===== src/rtl/mem_port_arbiter.sv =====
// Memory port arbiter: shares one req/ack memory port between instruction
// fetch and the data path (LD/ST/PUSH/POP), one transaction in flight at a time.
module mem_port_arbiter #(
    parameter int unsigned ADDR_W = 16,
    parameter int unsigned DATA_W = 16
) (
    input  logic              clk,
    input  logic              rst_n,
    // fetch requester
    input  logic              if_req,
    input  logic [ADDR_W-1:0] if_addr,
    output logic [DATA_W-1:0] if_rdata,
    output logic              if_valid,
    // data requester
    input  logic              d_rd,
    input  logic              d_wr,
    input  logic [ADDR_W-1:0] d_addr,
    input  logic [DATA_W-1:0] d_wdata,
    output logic [DATA_W-1:0] d_rdata,
    output logic              d_valid,
    // pipeline
    output logic              stall,
    // external memory
    output logic              mem_req,
    output logic              mem_we,
    output logic [ADDR_W-1:0] mem_addr,
    output logic [DATA_W-1:0] mem_wdata,
    input  logic [DATA_W-1:0] mem_rdata,
    input  logic              mem_ack
);

    typedef enum logic [1:0] {
        IDLE    = 2'd0,
        IF_BUSY = 2'd1,
        D_BUSY  = 2'd2
    } state_t;

    typedef enum logic {
        GRANT_FETCH = 1'b0,
        GRANT_DATA  = 1'b1
    } grant_t;

    state_t state;
    grant_t last_grant;

    logic d_pend;
    logic pick_data;

    // Data side is pending on either a load or a store request.
    always_comb begin
        d_pend = d_rd | d_wr;
    end

    // Data wins when it is alone, or when both wait and fetch had the last turn.
    always_comb begin
        pick_data = d_pend & (~if_req | (last_grant == GRANT_FETCH));
    end

    // Stall the pipeline while any requester is still waiting for its completion.
    always_comb begin
        stall = (d_pend & ~d_valid) | (if_req & ~if_valid);
    end

    // Arbitration FSM with registered memory-port and requester outputs.
    always_ff @(posedge clk) begin
        if (!rst_n) begin
            state      <= IDLE;
            last_grant <= GRANT_DATA;
            mem_req    <= 1'b0;
            mem_we     <= 1'b0;
            mem_addr   <= '0;
            mem_wdata  <= '0;
            if_rdata   <= '0;
            d_rdata    <= '0;
            if_valid   <= 1'b0;
            d_valid    <= 1'b0;
        end else begin
            if_valid <= 1'b0;
            d_valid  <= 1'b0;
            unique case (state)
                IDLE: begin
                    if (pick_data) begin
                        state      <= D_BUSY;
                        last_grant <= GRANT_DATA;
                        mem_req    <= 1'b1;
                        // A simultaneous read and write is illegal; the write wins.
                        mem_we     <= d_wr;
                        mem_addr   <= d_addr;
                        mem_wdata  <= d_wdata;
                    end else if (if_req) begin
                        state      <= IF_BUSY;
                        last_grant <= GRANT_FETCH;
                        mem_req    <= 1'b1;
                        mem_we     <= 1'b0;
                        mem_addr   <= if_addr;
                    end
                end
                IF_BUSY: begin
                    if (mem_ack) begin
                        state    <= IDLE;
                        mem_req  <= 1'b0;
                        if_valid <= 1'b1;
                        if_rdata <= mem_rdata;
                    end
                end
                D_BUSY: begin
                    if (mem_ack) begin
                        state   <= IDLE;
                        mem_req <= 1'b0;
                        d_valid <= 1'b1;
                        if (!mem_we) begin
                            d_rdata <= mem_rdata;
                        end
                    end
                end
                default: begin
                    state   <= IDLE;
                    mem_req <= 1'b0;
                end
            endcase
        end
    end

endmodule


===== config.mk =====
export PLATFORM = sky130hd
export DESIGN_NAME = mem_port_arbiter
export DESIGN_NICKNAME = d
export VERILOG_FILES = /design/src/rtl/mem_port_arbiter.sv
export SDC_FILE = /design/constraint.sdc
export NUM_CORES = 1
export LEC_CHECK = 0
export CAP_MARGIN = 0
export CORE_MARGIN = 4
export CORE_UTILIZATION = 40
export DETAILED_ROUTE_END_ITERATION = 12
export HOLD_SLACK_MARGIN = 0.02
export PLACE_DENSITY = 0.79
export SYNTH_ARGS = -nofsm -noshare
export SYNTH_HDL_FRONTEND = slang
export SYNTH_SLANG_ARGS = --single-unit

===== constraint.sdc =====
create_clock -name clk -period 1.9 [get_ports clk]
set_clock_uncertainty 0.2 [all_clocks]
set_input_delay 0.285 -clock clk [delete_from_list [all_inputs] [get_ports clk]]
set_output_delay 0.285 -clock clk [all_outputs]
set_load 0.005 [all_outputs]

# Yosys cells after proc, flatten, opt, wreduce, memory -nomap -nowiden
# Index checks and enable logic that the tools add are counted.
[word_totals]
reg_bits = 71
latch_bits = 0
ram_bits = 0
mem_bits_ro = 0
in_bits = 70
output_inout_bits = 69
elab_cells = 49
memories = 0
[op_classes]
n_addsub = 0
mul = 0
div = 0
order_cmp = 0
n_eq_ne = 4
n_shift = 0
n_mux = 14
bitwise_logic = 11
reduce_logical = 10
[ops]
columns = ["op", "count"]
rows = [
  ["16-bit two-way mux", 2],
  ["2-bit AND reduction", 6],
  ["1-bit two-way mux", 7],
  ["2-bit two-way mux", 3],
  ["1-bit inverter", 5],
  ["2-bit one-hot mux with 2 select lines", 1],
  ["1-bit bitwise AND", 3],
  ["3-bit inequality test (second input constant)", 1],
  ["1-bit OR", 3],
  ["3-bit AND reduction", 1],
  ["2-bit by 1-bit == test with 1-bit output (second input constant)", 1],
  ["2-bit == test (second input constant)", 1],
  ["2-bit zero test", 1],
  ["2-bit by 1-bit inequality test with 1-bit output (second input constant)", 1],
  ["1-bit one-hot mux with 2 select lines", 1],
  ["2-bit nonzero test", 1],
  ["2-bit OR reduction", 1],
]

# Logic depth before layout (Yosys ltp)
[logic_depth]
depth_word = 5
ltp_mapped = 7
mapped_depth_nobuf = 5

# Worst setup path after synthesis
# OpenSTA, ideal clock, no wires.
[synth_path]
kind = "register to register"
start = "register state[0]"
end = "register mem_req"
setup_time_ps = 70
arrival_ps = 1254
required_ps = 1630
setup_slack_ps = 376
path_stages_with_launch = 7
path_buffers = 1
synth_period_minus_slack_ps = 1524
path_cell_list = "dfxtp_1 -> inv_1 -> ha_1 -> buf_2 -> nor4b_1 -> o21ai_0 -> a21boi_1"
[synth_via]
elab_chain_len = 4
word_cells_on_any_way = 8
classes_between = "4 x eq/ne; 1 x mux; 3 x reduce/logical"
[synth_rtl]
columns = ["item", "line", "source"]
rows = [
  ["start: declaration", "43", "state_t state;"],
  ["start signal: assignment", "67", "state <= IDLE;"],
  ["start signal: assignment", "83", "state <= D_BUSY;"],
  ["start signal: assignment", "91", "state <= IF_BUSY;"],
  ["2-bit == test / 2-bit by 1-bit == test with 1-bit output (equally long branches)", "80", "unique case (state)"],
  ["2-bit OR reduction (no line)", "n/a", ""],
  ["2-bit by 1-bit inequality test with 1-bit output (no line)", "n/a", ""],
  ["2-bit AND reduction (no line)", "n/a", ""],
  ["end signal: assignment", "85", "mem_req <= 1'b1;"],
  ["end signal: assignment", "93", "mem_req <= 1'b1;"],
  ["end signal: assignment", "101", "mem_req <= 1'b0;"],
  ["end: declaration", "24", "output logic mem_req,"],
]
# Parallel ways exist; a longest one is shown, timed or not.
# A chain may end at the register's enable or synchronous reset.

# Worst setup path after layout
[layout_path]
start = "input if_req"
end = "output stall"
[layout_via]
elab_chain_len = 2
[layout_rtl]
columns = ["item", "line", "source"]
rows = [
  ["start: declaration", "10", "input logic if_req,"],
  ["1-bit bitwise AND", "61", "stall = (d_pend & ~d_valid) | (if_req & ~if_valid);"],
  ["1-bit OR", "61", ""],
  ["end: declaration", "22", "output logic stall,"],
]
# Every way passes these cells.

==> flow_summary.ini <==
[critical_path]
cp_slowest_cell = clkdlybuf4s50_1
worstReg2RegStart = state[0]
cpLargestDelayFamily = buffers and inverters
worstReg2RegEnd = mem_wdata[11]
worstSetupStartpointType = primary input
rr_worst_depth = 5
path_max_fanout = 2
critPathKind = in2out
critPathBufInv = 3
regToRegSetupSlack_ns = 0.17
end_kind = primary output
cp_slowest_stage_delay_ns = 0.48
worstPathArrival_ns = 1.26
cp.required_ns = 1.41
timing.critical_path.cells = clkdlybuf4s50_1, inv_1, o22ai_1, dlygate4sd2_1

[finish]
drive_gt1_share_pct = 7.054
multi_input_area_um2 = 1311
area_growth_pct = 60.58
regArea_um2 = 1421
antenna_cells = 0
num-fill-cells = 582
fin_util_pct = 66.94
final_nets = 550

[cts]
cts_tree = done
cts_made_buffers = 9
clock_sinks = 71
insertion_delay_ns = 0.33
htree_num_levels = 3
cts-resized-gates = 1
cts_setup_buffers = 0
cts-root-buf = clkbuf_8
clk_pin_slew_worst_paths_ns = 0.07
cts.hold.buffers_added = 0
clock_tree.buffer_depth = 2

[timing]
drv_slew = 0
fmax_ghz = 0.5729
period_needed_ns = 1.746
timing.final.crit_share_pct = 91.87
setup_ws_ns = 0.1544
hold_ws_ns = 0.2171
relSlewSlack_pct = 68.44
worst_pin_slew_ns = 0.4729
finalHoldViolations = 0
finalSetupViolations = 0
rsz0062_at_grt = no

[drt]
via_per_inst = 4.946
ant_nets = 0
wire_per_inst_um = 14.44
drc = 0
drt_wl_total_mm = 8.344
dr.pass1.iters = 4
dr.first_iter.drc_count = 149
via_count = 2859

[floorplan]
die-width_um = 92.84
io_pins = 139
dieHeight_um = 92.84
die_area_um2 = 8619
rows = 30
initial_core_util_pct = 41.68
core_um2 = 6907

[place]
place.port_buffers = 138
hpwl_mm = 5.954
pre_cts_ws_ns = -0.1291
gp_congestion = 0.7506

[pwr]
p_int_uw = 3026
pwr-share-seq_pct = 41.9
switching_share_pct = 27.35
clock_power_share_pct = 30.3
post-layout-total-power_uw = 4166
peakVddDrop_mv = 0.4147
power_leakage_uw = 0.001674
switchingPower_uw = 1139
combPwrFrac_pct = 27.8
pwr_density_cell_nw_per_um2 = 901.0

[global_route]
grt_overflow = 0
grt_pass1_vias = 2837
grtUsageTotal_pct = 18.86
antenna_found_initial = 0
grt_max_degree = 74
grt_pass1_wl_mm = 13.21

[yosys]
ys_warn_count = 0
synth_area_um2 = 2879
ys_types = 31
synth_nets = 413
seq_area_frac_synth_pct = 49.37
synthesis.instances = 340
ys_ff_latch = 71
avgSynthCellArea_um2 = 8.468

[worst_hold_path]
whs_path_depth = 3
hp-start = rst_n
holdPathEnd = last_grant
worstHoldPathType = in2reg

[run_status]
outcome = finished clean

[job]
drv_cap = 0
[metal layers]
layer / track usage [%] / vias up / routed length [um]
met4: 6.349 / 0 / 70
met2: 31.67 / 117 / 3807
li1: - / 1429 / -
met1: 22.50 / 1303 / 3646
met5: 0 / - / 0
met3: 6.336 / 10 / 819
[final cells by class]
| type | instances | area share (%) |
|---|---|---|
| Timing Repair Buffer | 152 | 33.37 |
| Sequential cell | 71 | 30.74 |
| Multi-Input combinational cell | 239 | 28.36 |
| Clock buffer | 10 | 2.760 |
| Tap cell | 96 | 2.598 |
| Clock inverter | 6 | 1.840 |
| Inverter | 4 | 0.3248 |
[placed cells by master, fill, tap and decap left out, types with 2 or more instances in the layout]
master / Yosys / layout
a21boi_1: 28 / 28
clkinvlp_4: 0 / 2
buf_12: 0 / 5
o22ai_1: 3 / 3
and3_1: 2 / 2
o21ai_0: 22 / 22
nor2b_1: 2 / 2
clkdlybuf4s50_1: 0 / 136
nand3_1: 16 / 16
a21oi_1: 30 / 30
o21ai_1: 11 / 11
bufinv_16: 0 / 2
buf_4: 4 / 9
dfxtp_1: 71 / 71
inv_1: 4 / 4
nand2_1: 87 / 87
a21boi_0: 21 / 21
nor2_1: 2 / 2
clkinv_2: 0 / 2
clkbuf_8: 0 / 9
ha_1: 3 / 3
[worst reg2reg max path, delay by kind of cell, from the launching register on]
kind / cells / cell delay, ns
fa+ha+maj: 1 / 0.29
compound gates: 2 / 0.34
buf+inv: 2 / 0.46
flops: 1 / 0.35
[cells by family (layout without fill, tap and decap cells)]
group,count (synthesis),after routing,synth area share (%)
buf+inv,30,172,5.084
flops,71,71,49.37
compound gates,122,122,27.68
fa+ha+maj,3,3,1.304
simple gates,114,114,16.56
[flip-flops by register name (all words and copies together) (netlist names)]
register    flops
d_rdata        16
d_valid         1
mem_addr       16
mem_req         1
state           2
if_rdata       16
mem_we          1
mem_wdata      16
if_valid        1
last_grant      1
[synthesized netlist by cell type, drive strengths merged]
cell type,instances,area [um^2]
and3b,1,8.760
a21oi,30,150.1
o21ai,33,165.2
inv,4,15.01
nand2,87,326.6
buf,13,81.33
a2bb2oi,1,26.28
o31a,1,10.01
nor2,2,7.510
o2bb2ai,1,15.01
nand3,16,80.08
dfxtp,71,1421
o31ai,1,21.27
a32oi,1,8.760
and3,2,12.51
nand2b,1,6.260
nor4b,1,8.760
nand3b,1,7.510
nor2b,2,12.51
a31oi,1,6.260
o22ai,3,18.77
a21boi,49,367.9
clkbuf,13,50.04
ha,3,37.54
and2,1,6.260
o211ai,1,7.510
[through the flow]
stage          instance area [um^2]  std cells  TNS, ns
4_1_cts                        4623        578        0
2_1_floorplan                  2879        340        0
3_3_place_gp                   4412        562  -0.4762
6_report                       4623        578        0
3_5_place_dp                   4412        562  -0.9209
5_1_grt                        4623        578        0
[how the worst max path moves through the flow]
stage / cells after the start / from / slack (ns) / end
finish: 4 / if_req / 0.15 / stall
global route: 5 / state[0] / 0.04 / mem_wdata[8]
detailed placement: 4 / if_req / -0.13 / stall
floorplan: 6 / state[0] / 0.38 / mem_req
global placement: 4 / if_req / -0.13 / stall
CTS: 1 / mem_we / 0.13 / mem_we
[power groups by stage]
stage	Clock, uW	Sequential [uW]	Combinational [uW]
floorplan	0	1780	503
global placement	0	1770	1140
detailed placement	0	1780	1160
CTS	1300	1750	1170
global route	1350	1770	1270
finish	1260	1750	1160
Power figures use the tool's default switching activity.
